<file path="src/rtl/mem_pkg.sv">
// rtl/mem_pkg.sv - shared state enum and byte helpers for sync_ram_bank
package mem_pkg;

  typedef enum logic {
    INIT  = 1'b0,
    READY = 1'b1
  } mem_state_e;

  // Widest word be_merge can handle; callers zero-extend and truncate around it.
  localparam int MEM_MAX_W = 1024;

  function automatic logic byte_parity(input logic [7:0] b);
    return ^b;
  endfunction

  function automatic logic [MEM_MAX_W-1:0] be_merge(
    input logic [MEM_MAX_W-1:0]   old_w,
    input logic [MEM_MAX_W-1:0]   new_w,
    input logic [MEM_MAX_W/8-1:0] be
  );
    logic [MEM_MAX_W-1:0] r;
    r = old_w;
    for (int i = 0; i < MEM_MAX_W/8; i++) begin
      if (be[i]) r[8*i +: 8] = new_w[8*i +: 8];
    end
    return r;
  endfunction

endpackage

</file>
<file path="src/rtl/mem_par_chk.sv">
// rtl/mem_par_chk.sv - combinational per-byte even-parity check over masked bytes
module mem_par_chk
  import mem_pkg::*;
#(
  parameter int BE_W = 1
) (
  input  logic [8*BE_W-1:0] data,
  input  logic [BE_W-1:0]   par,
  input  logic [BE_W-1:0]   mask,
  output logic              err
);

  always_comb begin
    err = 1'b0;
    for (int i = 0; i < BE_W; i++) begin
      if (mask[i] && (byte_parity(data[8*i +: 8]) != par[i])) err = 1'b1;
    end
  end

endmodule

</file>
<file path="src/rtl/sync_ram_bank.sv">
// rtl/sync_ram_bank.sv - byte-enabled RAM with registered read and init sweep
// Optional per-byte parity storage and checking enabled by defining PARITY_EN.
module sync_ram_bank
  import mem_pkg::*;
#(
  parameter int                DATA_W   = 8,
  parameter int                DEPTH    = 4,
  parameter logic [DATA_W-1:0] INIT_VAL = '0
) (
  input  logic                        clk,
  input  logic                        rst,
  input  logic                        wr_en,
  input  logic [$clog2(DEPTH)-1:0]    wr_addr,
  input  logic [DATA_W-1:0]           w_data,
  input  logic [DATA_W/8-1:0]         wr_be,
  input  logic                        rd_en,
  input  logic [$clog2(DEPTH)-1:0]    rd_addr,
  output logic [DATA_W-1:0]           r_data,
  output logic                        r_valid,
  output logic                        busy,
  output logic                        addr_err,
  output logic                        par_err
);

  localparam int ADDR_W = $clog2(DEPTH);
  localparam int BE_W   = DATA_W / 8;
  localparam logic [ADDR_W:0] DEPTH_L = (ADDR_W+1)'(DEPTH);
  localparam logic [ADDR_W:0] LAST_L  = (ADDR_W+1)'(DEPTH - 1);

  mem_state_e        state, next_state;
  logic [ADDR_W-1:0] ptr;
  logic [DATA_W-1:0] mem [DEPTH];

  logic              init_last;
  logic              wr_in_range, rd_in_range;
  logic              wr_ok, rd_ok;
  logic              mem_we;
  logic [ADDR_W-1:0] mem_addr;
  logic [DATA_W-1:0] mem_wdata;
  logic [BE_W-1:0]   mem_be;
  logic [BE_W-1:0]   bypass_be;
  logic [ADDR_W-1:0] rd_idx;
  logic [DATA_W-1:0] rd_raw;
  logic [DATA_W-1:0] rd_word;

  assign init_last   = ({1'b0, ptr} == LAST_L);
  assign wr_in_range = ({1'b0, wr_addr} < DEPTH_L);
  assign rd_in_range = ({1'b0, rd_addr} < DEPTH_L);
  assign wr_ok       = (state == READY) && wr_en && wr_in_range;
  assign rd_ok       = (state == READY) && rd_en;
  assign busy        = (state == INIT);

  // Write-first bypass: bytes written this cycle to the read address come from w_data.
  assign bypass_be = (wr_ok && (wr_addr == rd_addr)) ? wr_be : '0;
  assign rd_idx    = rd_in_range ? rd_addr : '0;
  assign rd_raw    = mem[rd_idx];
  assign rd_word   = DATA_W'(be_merge(MEM_MAX_W'(rd_raw), MEM_MAX_W'(w_data),
                                      (MEM_MAX_W/8)'(bypass_be)));

  always_ff @(posedge clk or posedge rst) begin
    if (rst) state <= INIT;
    else     state <= next_state;
  end

  always_comb begin
    next_state = state;
    mem_we     = 1'b0;
    mem_addr   = '0;
    mem_wdata  = '0;
    mem_be     = '0;
    if (state == INIT) begin
      mem_we    = 1'b1;
      mem_addr  = ptr;
      mem_wdata = INIT_VAL;
      mem_be    = '1;
      if (init_last) next_state = READY;
    end else if (wr_ok) begin
      mem_we    = 1'b1;
      mem_addr  = wr_addr;
      mem_wdata = w_data;
      mem_be    = wr_be;
    end
  end

  // Array is never reset; writes are held off while rst is asserted.
  always_ff @(posedge clk) begin
    if (mem_we && !rst) begin
      for (int i = 0; i < BE_W; i++) begin
        if (mem_be[i]) mem[mem_addr][8*i +: 8] <= mem_wdata[8*i +: 8];
      end
    end
  end

  always_ff @(posedge clk or posedge rst) begin
    if (rst) begin
      ptr      <= '0;
      r_data   <= '0;
      r_valid  <= 1'b0;
      addr_err <= 1'b0;
    end else begin
      if (state == INIT) ptr <= init_last ? '0 : ptr + ADDR_W'(1);
      r_valid  <= rd_ok;
      if (rd_ok) r_data <= rd_in_range ? rd_word : '0;
      addr_err <= (state == READY) &&
                  ((wr_en && !wr_in_range) || (rd_en && !rd_in_range));
    end
  end

`ifdef PARITY_EN
  logic [BE_W-1:0] par_mem [DEPTH];
  logic [BE_W-1:0] wr_par;
  logic [BE_W-1:0] rd_par;
  logic            chk_err;
  logic            par_err_q;

  always_comb begin
    wr_par = '0;
    for (int i = 0; i < BE_W; i++) wr_par[i] = byte_parity(mem_wdata[8*i +: 8]);
  end

  always_ff @(posedge clk) begin
    if (mem_we && !rst) begin
      for (int i = 0; i < BE_W; i++) begin
        if (mem_be[i]) par_mem[mem_addr][i] <= wr_par[i];
      end
    end
  end

  assign rd_par = par_mem[rd_idx];

  mem_par_chk #(
    .BE_W (BE_W)
  ) u_par_chk (
    .data (rd_raw),
    .par  (rd_par),
    .mask (~bypass_be),
    .err  (chk_err)
  );

  always_ff @(posedge clk or posedge rst) begin
    if (rst) par_err_q <= 1'b0;
    else     par_err_q <= rd_ok && rd_in_range && chk_err;
  end

  assign par_err = par_err_q;
`else
  assign par_err = 1'b0;
`endif

endmodule

</file>
<file path="config.mk">
export PLATFORM = sky130hd
export DESIGN_NAME = sync_ram_bank
export DESIGN_NICKNAME = d
export VERILOG_FILES = /design/src/rtl/mem_pkg.sv /design/src/rtl/mem_par_chk.sv /design/src/rtl/sync_ram_bank.sv
export SDC_FILE = /design/constraint.sdc
export NUM_CORES = 1
export LEC_CHECK = 0
export BUFFER_PORTS_ARGS = -buffer_cell sky130_fd_sc_hd__clkbuf_2
export CELL_PAD_IN_SITES_DETAIL_PLACEMENT = 2
export CELL_PAD_IN_SITES_GLOBAL_PLACEMENT = 2
export CORE_MARGIN = 2
export CORE_UTILIZATION = 36
export DETAILED_ROUTE_END_ITERATION = 6
export PLACE_DENSITY_LB_ADDON = 0.1
export SLEW_MARGIN = 20
export SYNTH_ARGS = -nofsm -noshare
export SYNTH_HDL_FRONTEND = slang
export SYNTH_SLANG_ARGS = --single-unit
</file>
<file path="constraint.sdc">
create_clock -name clk -period 2.1 [get_ports clk]
set_clock_uncertainty 0.2 [all_clocks]
set_input_delay 0.21 -clock clk [delete_from_list [all_inputs] [get_ports clk]]
set_output_delay 0.21 -clock clk [all_outputs]
set_load 0.005 [all_outputs]
</file>
==> impl_metrics.tcl, run 1 <==
set metrics [dict create \
    status "finished, final reports clean" \
    p_int_uw 1261 \
    syn_inst 129 \
    hold_violations 0 \
    synth_area_mm2 0.001974 \
    rsz0062_at_grt "no" \
    setup_tns_ns 0 \
    ys_types 30 \
    grt_pass1_vias 1392 \
    min_delay_path_depth 3 \
    crit_fanout 12 \
    slowest_delay_ns 0.53 \
    reg2reg_slack_ns 0.18 \
    drv_cap 0 \
    drc 0 \
    crit_path_top_delay_cell "dfrtp_1" \
    area_delta_synth_final_pct 18.82 \
    startpoint_type "flop" \
    antennaDiodeCount 0 \
    cts_buffers 5 \
    insertion_delay_ns 0.29 \
    synth_seq_area_share 0.6388 \
    setup_viol 0 \
    power_uw 1668 \
    async_reset_ff_frac 0.2727 \
    drtIter0Drc 80 \
    synth_seq_cells 44 \
    netlist.area_leader.share 0.4867 \
    stdcell_count 237 \
    syn_avg_cell_area_um2 15.31 \
    cp_num_buf_inv 0 \
    post-route-util 0.4507 \
    dr_total_vias 1274 \
    p_sw_uw 407.4 \
    io_buffer_count 26 \
    drive_gt1_frac 0.3174 \
    min_path_type "in2reg" \
    seqPwrFrac 0.579 \
    hp-start "w_data[5]" \
    worstSetupEndpointType "flop" \
    placedCellCount 222 \
    dpl.hpwl_um 3568 \
    fmax_ghz 0.5221 \
    clock-root-buffer "clkbuf_8" \
    design.die.area_mm2 0.006093 \
    die_w_um 78.06 \
    first_pass_iters 4 \
    antenna_found_initial 0 \
    maxSlewViolCount 0 \
    cts-htree-levels 2 \
    power_frac_comb 0.113 \
    clockBufferDepth 2 \
    num_rows 26 \
    yosysTopAreaCell "edfxtp_1" \
    sw_frac_of_total 0.2442 \
    r2r_start "state" \
    period_share 0.9121 \
    power_density_mw_per_mm2 711.1 \
    synth_area_leaders "edfxtp_1, dfrtp_1, mux4_2, o31ai_1, a31oi_1" \
    finalWirelength_um 4873 \
    synth_common_cells "edfxtp_1, dfrtp_1, nor2_1" \
    gp_congestion 0.7233 \
    power_leakage_uw 0.0009020 \
    hold_slack_ns 0.02244 \
    ys.flop_type "edfxtp_1" \
    wl_per_cell_um 20.56 \
    die_height_um 78.06 \
    period_minus_slack_ns 1.915 \
    crit_chain "nor2b_1 > a31oi_1 > and2_1" \
    cts_setup_buffers 0 \
    grtUsageTotal 0.1762 \
    whs_endpoint "r_data[5]" \
    cts_hold_buf 7 \
    antenna_left 0 \
    final_nets 185 \
    grt.overflow.total 0 \
    ys_warn_count 0 \
    clk_pin_slew_worst_paths_ns 0.08 \
    coreArea_mm2 0.005205 \
    vias_per_cell 5.376 \
    reg2reg_to "mem[2][3]" \
    cts_tree "built" \
    grt_max_degree 15 \
    peakVddDrop_uv 450.0 \
    cp.required_ns 1.85 \
    num_io_pins 29 \
    grt_pass1_wl_um 7838 \
    start_util 0.3793 \
    worst_ep_arrival_time_ns 1.66 \
    synth_enable_flop_cells 32 \
    p_clk_frac 0.308 \
    cts_resized 0 \
    cpLargestDelayFamily "simple AND/OR/NAND/NOR gates" \
    crit_cells 3 \
    path_class "reg2reg" \
    cts_sinks 44 \
    synth.most_common_cell "edfxtp_1" \
    r2r_cells 3 \
]
flip-flops by register name, summed over array words and instances, names as in the netlist:
signal	cells
ptr	2
state	1
r_data	8
mem	32
r_valid	1
worst max path at each step:
| stage | from | end | slack (ns) |
|---|---|---|---|
| detailed placement | state | mem[2][3] | 0.14 |
| global placement | state | mem[2][2] | 0.22 |
| floorplan | state | mem[0][0] | 0.22 |
| finish | state | mem[2][3] | 0.18 |
| CTS | state | mem[2][4] | 0.13 |
| global route | state | mem[2][6] | 0.04 |
metrics by stage:
step           area [µm²]  worst slack, ns
5_1_grt              2346          0.03694
2_1_floorplan        1984           0.2242
3_5_place_dp         2185           0.1405
3_3_place_gp         2185           0.2174
4_1_cts              2336           0.1346
6_report             2346           0.1846
metal layers:
metal  track usage  part of all wire
met1        0.2320              0.41
met2        0.2966              0.53
met3       0.03563             0.045
met4       0.05263             0.013
met5             0                 0
area by class of cell:
class | instances | area (µm²)
inverters | 2 | 7.507
well taps | 70 | 87.58
clock inverters | 2 | 12.51
clock buffers | 5 | 68.82
repair buffers | 40 | 255.2
flip-flops and latches | 44 | 1261
multi-input cells | 74 | 653.1
fillers | 532 | 2859
logic make-up after synthesis:
family / after synthesis / share of synthesized area
AND/OR/NAND/NOR: 37 / 0.1109
flip-flops: 44 / 0.6388
multiplexers: 9 / 0.09696
other: 1 / 0.001899
XOR/XNOR: 4 / 0.03866
adder cells (fa/ha/maj): 1 / 0.006336
AO/OA/AOI/OAI: 21 / 0.07097
buffers and inverters: 12 / 0.03548
cell usage in the layout, fill, tap and decap left out, types with 2 or more instances in the layout:
cell type      Yosys  layout
a31oi_1            9       9
and2_1             2       2
and3_1             9       9
buf_4              3       6
clkbuf_2           1      26
clkbuf_8           0       5
conb_1             1       2
dfrtp_1           12      12
dlygate4sd3_1      0       8
edfxtp_1          32      32
inv_1              2       2
mux4_2             8       8
nand4_1            9       9
nor2_1            10      10
nor2b_1            2       2
o21ai_1            2       2
o31ai_1            8       8
xnor2_2            2       2
worst min-delay path: stages:
cell and delay (ns):
clkbuf_2 0.11, nand4_1 0.08, a31oi_1 0.08
power groups by stage:
| stage | clock network, µW | logic, µW | registers (µW) |
|---|---|---|---|
| after floorplan | 0 | 106 | 985 |
| after global placement | 0 | 171 | 984 |
| after detailed placement | 0 | 180 | 986 |
| after CTS | 535 | 191 | 966 |
| after global routing | 574 | 211 | 969 |
| final | 513 | 189 | 966 |
(Power assumes the default switching activity.)
==> run 2, diff against run 1 <==
Settings changed: CTS_CLUSTER_DIAMETER set to 30, SETUP_SLACK_MARGIN set to 0.4.
==> run 2 against run 1 <==
Compared with the run above: maximum frequency rose by 11%; combinational power barely moved; clock power fell by 2%; utilization rose by 1.5 points; global-route usage fell by 0.39 points; cell area rose by 3.3%; non-clock buffer count did not move; wire length fell by 1.7%; die area did not move; highest routed layer unchanged.
==> impl_metrics.tcl, run 2 (same netlist as run 1, synthesis figures left out) <==
set metrics [dict create \
    status "finished, final reports clean" \
    dpl.hpwl_um 3605 \
    wl_per_cell_um 20.22 \
    cts_buffers 5 \
    die_height_um 78.06 \
    startpoint_type "flop" \
    drc 0 \
    cts-htree-levels 2 \
    mostFrequentLayoutCell "edfxtp_1" \
    grt.overflow.total 0 \
    start_util 0.3793 \
    grtUsageTotal 0.1724 \
    first_pass_iters 4 \
    largestRegisters "mem x32, r_data x8, ptr x2" \
    period_minus_slack_ns 1.719 \
    dr_total_vias 1268 \
    clock-root-buffer "clkbuf_8" \
    io_buffer_count 26 \
    final_cell_mix "edfxtp_1, clkbuf_2, dfrtp_1" \
    crit_fanout 8 \
    crit_chain "buf_6 > and4b_1 > o21ai_2 > a311oi_4 > buf_12" \
    reg2reg_slack_ns 0.38 \
    tightest_slew_ns 0.5307 \
    hold_violations 0 \
    path_class "reg2reg" \
    grt_pass1_vias 1422 \
    n_fill_cell 509 \
    drtIter0Drc 73 \
    area_delta_synth_final_pct 22.69 \
    drive_gt1_frac 0.3892 \
    grt_max_degree 18 \
    cts_sinks 44 \
    num_io_pins 29 \
    power_leakage_uw 0.0009184 \
    maxSlewViolCount 0 \
    post-route-util 0.4654 \
    crit_path_top_delay_cell "dfrtp_1" \
    fmax_ghz 0.5816 \
    insertion_delay_ns 0.29 \
    grt_pass1_wl_um 7817 \
    final_nets 185 \
    largest_reg_flops 32 \
    antennaDiodeCount 0 \
    antenna_left 0 \
    gp_congestion 0.7871 \
    die_w_um 78.06 \
    worstSetupEndpointType "flop" \
    finalWirelength_um 4792 \
    setup_viol 0 \
    setup_tns_ns 0 \
    worst_ep_arrival_time_ns 1.53 \
    coreArea_mm2 0.005205 \
    power_density_mw_per_mm2 686.3 \
    cts_tree "built" \
    min_path_type "in2reg" \
    cp.required_ns 1.91 \
    vias_per_cell 5.350 \
    slowest_delay_ns 0.38 \
    drv_cap 0 \
    slew_headroom 0.6462 \
    rsz0062_at_grt "yes" \
    top_register "mem" \
    clockBufferDepth 2 \
    peakVddDrop_uv 289.0 \
    num_rows 26 \
    clk_pin_slew_worst_paths_ns 0.08 \
    antenna_found_initial 0 \
    period_share 0.8188 \
    design.die.area_mm2 0.006093 \
]
-- run 2: cell count changes in the layout (fill, tap and decap cells not counted), moves of 2 or more --
cell / previous run / this run
nor2b_4: 0 / 2
nor2b_1: 2 / 0
buf_8: 0 / 2
dlygate4sd3_1: 8 / 3
buf_6: 0 / 2
-- run 2: per-layer routing --
metal | share of wire | wire [µm] | track usage | vias up
li1 | - | - | - | 577
met1 | 0.43 | 2042 | 0.2184 | 651
met2 | 0.53 | 2535 | 0.3060 | 31
met3 | 0.030 | 146 | 0.02529 | 9
met4 | 0.014 | 67 | 0.05263 | 0
met5 | 0 | 0 | 0 | -
-- run 2: critical path: cells and delay by family, from the launching register on --
| kind | cells | cell delay (ns) |
|---|---|---|
| compound gates | 2 | 0.34 |
| flops | 1 | 0.38 |
| buf+inv | 2 | 0.29 |
| simple gates | 1 | 0.21 |
-- run 2: path summary, 6_finish.rpt --
check / cells after the start / startpoint / to
min: 3 / w_data[4] / r_data[4]
min in group asynchronous: 4 / rst / ptr[1]
min reg2reg: 1 / ptr[0] / ptr[0]
max reg2reg: 5 / state / mem[0][5]
max in group asynchronous: 4 / rst / r_data[5]
max: 5 / state / mem[0][5]
-- run 2: what timing repair did --
action,4_1_cts,5_1_grt
endpoints found under the setup margin,32,32
setup buffers,2,2
hold endpoints to repair,14,0
hold buffers,3,0
resized for setup,4,10
pin swaps,1,2
-- run 2: cell type report --
cell class | instances | area (µm²) | share of cell area
Sequential cell | 44 | 1261 | 0.5207
Multi-Input combinational cell | 74 | 706.9 | 0.2918
Timing Repair Buffer | 40 | 277.8 | 0.1147
Tap cell | 70 | 87.58 | 0.03616
Clock buffer | 5 | 68.82 | 0.02841
Clock inverter | 2 | 12.51 | 0.005165
Inverter | 2 | 7.507 | 0.003099
-- run 2: power by group --
part	switching [µW]	leakage, µW	internal [µW]
Combinational	112	0.000429	79.9
Clock	280	0.0000400	225
Sequential	9.82	0.000449	955
-- run 2: stage by stage --
step | total power, µW | cell area [µm²] | worst slack, ns | hold slack, ns | cells
2_1_floorplan | 1093 | 2008 | 0.3255 | -0.1100 | 130
3_3_place_gp | 1156 | 2210 | 0.2335 | 0.04155 | 223
3_5_place_dp | 1166 | 2210 | 0.2039 | 0.06581 | 223
4_1_cts | 1686 | 2365 | 0.3839 | 0.005381 | 235
5_1_grt | 1733 | 2422 | 0.3320 | 0.007117 | 237
6_report | 1662 | 2422 | 0.3806 | 0.01067 | 237
==> run 3, diff against run 2 <==
Clock period 2.1 ns to 1.5 ns, I/O delays scaled along.
==> run 3 against run 2 <==
Compared with the run above: the flow now finishes with violations (hold timing, setup timing); maximum frequency rose by 1.3%; via count grew 7.2%; critical path type unchanged; clock power increased by 47%; combinational power is 84% higher; cell count rose by 11%.
==> impl_metrics.tcl, run 3 (same netlist as run 1, synthesis figures left out) <==
set metrics [dict create \
    design.die.area_mm2 0.006093 \
    drc 0 \
    io_buffer_count 26 \
    slew_headroom 0.6434 \
    regArea_mm2 0.001262 \
    setup_viol 42 \
    antennaDiodeCount 0 \
    finalWirelength_um 5527 \
    min_path_type "in2reg" \
    rsz0062_at_grt "yes" \
    die_w_um 78.06 \
    largest_reg_flops 32 \
    n_fill_cell 484 \
    stdcell_count 262 \
    mostFrequentLayoutCell "edfxtp_1" \
    worst_ep_arrival_time_ns 1.51 \
    path_class "reg2reg" \
    vias_per_cell 5.187 \
    die_height_um 78.06 \
    cts-htree-levels 2 \
    placedCellCount 235 \
    coreArea_mm2 0.005205 \
    stdcell_area_mm2 0.002711 \
    grt_pass1_wl_um 8397 \
    drive_gt1_frac 0.5313 \
    num_io_pins 29 \
    grtUsageTotal 0.1838 \
    period_minus_slack_ns 1.698 \
    status "complete, but fails checks" \
    hold_violations 1 \
    num_rows 26 \
    period_share 1.132 \
    violations "hold timing, setup timing" \
    startpoint_type "flop" \
    power_density_mw_per_mm2 902.2 \
    insertion_delay_ns 0.30 \
    grt_max_degree 18 \
    fmax_ghz 0.5890 \
    area_delta_synth_final_pct 37.33 \
    dr_total_vias 1359 \
    final_nets 209 \
    antenna_found_initial 0 \
    multiInputGateArea_um2 793.3 \
    min_delay_path_depth 2 \
    drv_cap 0 \
    cts_tree "built" \
    finalWorstSetupSlack_ns -0.1979 \
    clk_pin_slew_worst_paths_ns 0.09 \
    largestRegisters "mem x32, r_data x8, ptr x2" \
    cts_hold_buf 9 \
    start_util 0.3793 \
    drtIter0Drc 37 \
    top_register "mem" \
    place_area_mm2 0.002321 \
    hold_slack_ns -0.005966 \
    power_leakage_uw 0.001037 \
    clockBufferDepth 2 \
    clock-root-buffer "clkbuf_8" \
    cts_buffers 5 \
    first_pass_iters 4 \
    gp_congestion 0.7792 \
    cts_sinks 44 \
    worstSetupEndpointType "flop" \
    tightest_slew_ns 0.5344 \
    grt_pass1_vias 1505 \
    crit_fanout 8 \
    antenna_left 0 \
    peakVddDrop_uv 722.3 \
    dpl.hpwl_um 3710 \
    r2r_cells 4 \
    maxSlewViolCount 0 \
    wl_per_cell_um 21.10 \
    cp.required_ns 1.31 \
    grt.overflow.total 0 \
    final_cell_mix "edfxtp_1, buf_4, clkbuf_2" \
]
-- run 3: cell types whose count changed in the layout (fill, tap and decap cells not counted), sizes merged --
cell	change
buf	+20
and2	+1
dlygate4sd3	+6
clkbuf	-2
-- run 3: report_power, final --
part	internal [µW]	switching [µW]	total, µW	leakage, µW
clock	331	411	742	0.0000414
combinational	171	181	353	0.000546
sequential	1340	13.7	1350	0.000449
total	1840	606	2450	0.00104
-- run 3: worst max-delay path: stages (launching register included) --
cell	delay [ns]
dfrtp_2	0.45
and4b_1	0.25
o21ai_2	0.09
a311oi_4	0.23
buf_6	0.18
-- run 3: layout make-up --
type / count / share of cell area
inverter: 2 / 0.002769
clock inverter: 2 / 0.005999
multi-input combinational: 75 / 0.2926
timing repair buffer: 63 / 0.1740
tap: 70 / 0.03230
clock buffer: 6 / 0.02677
sequential: 44 / 0.4656
-- run 3: metrics by stage --
step                hold slack, ns    util  worst slack (ns)  total power, µW  TNS [ns]
detailed placement        0.009461  0.4459           -0.3063             1649    -9.512
CTS                       -0.01136  0.5019           -0.1406             2430    -3.422
global placement          -0.01381  0.4459           -0.2180             1634    -6.322
floorplan                  -0.1700       -           -0.2822             1538    -4.877
finish                   -0.005966  0.5209           -0.1979             2446    -5.059
global route             -0.003921  0.5209           -0.2650             2550    -8.145
-- run 3: timing repair --
item,in CTS,in global routing
cloned,0,1
hold endpoints to repair,21,1
pin swaps,2,13
resized for setup,17,21
setup buffers,6,3
setup endpoints to repair,86,86
-- run 3: layer usage --
metal  global-route usage  part of all wire  routed length (µm)  vias to the layer above
met3              0.04483             0.033                 183                        4
met5                    0                 0                   0                        -
li1                     -                 -                   -                      625
met1               0.2410              0.44                2429                      705
met4              0.02632            0.0042                  23                        0
met2               0.3190              0.52                2891                       25
-- run 3: final timing paths --
check                           slack [ns]      start        end
worst max-delay path                 -0.20      state  mem[0][6]
worst min register to register        0.36  r_data[1]  r_data[1]
min in group asynchronous             0.26        rst      state
worst min-delay path                -0.006      rd_en    r_valid
worst max register to register       -0.20      state  mem[0][6]
max in group asynchronous             0.68        rst      state
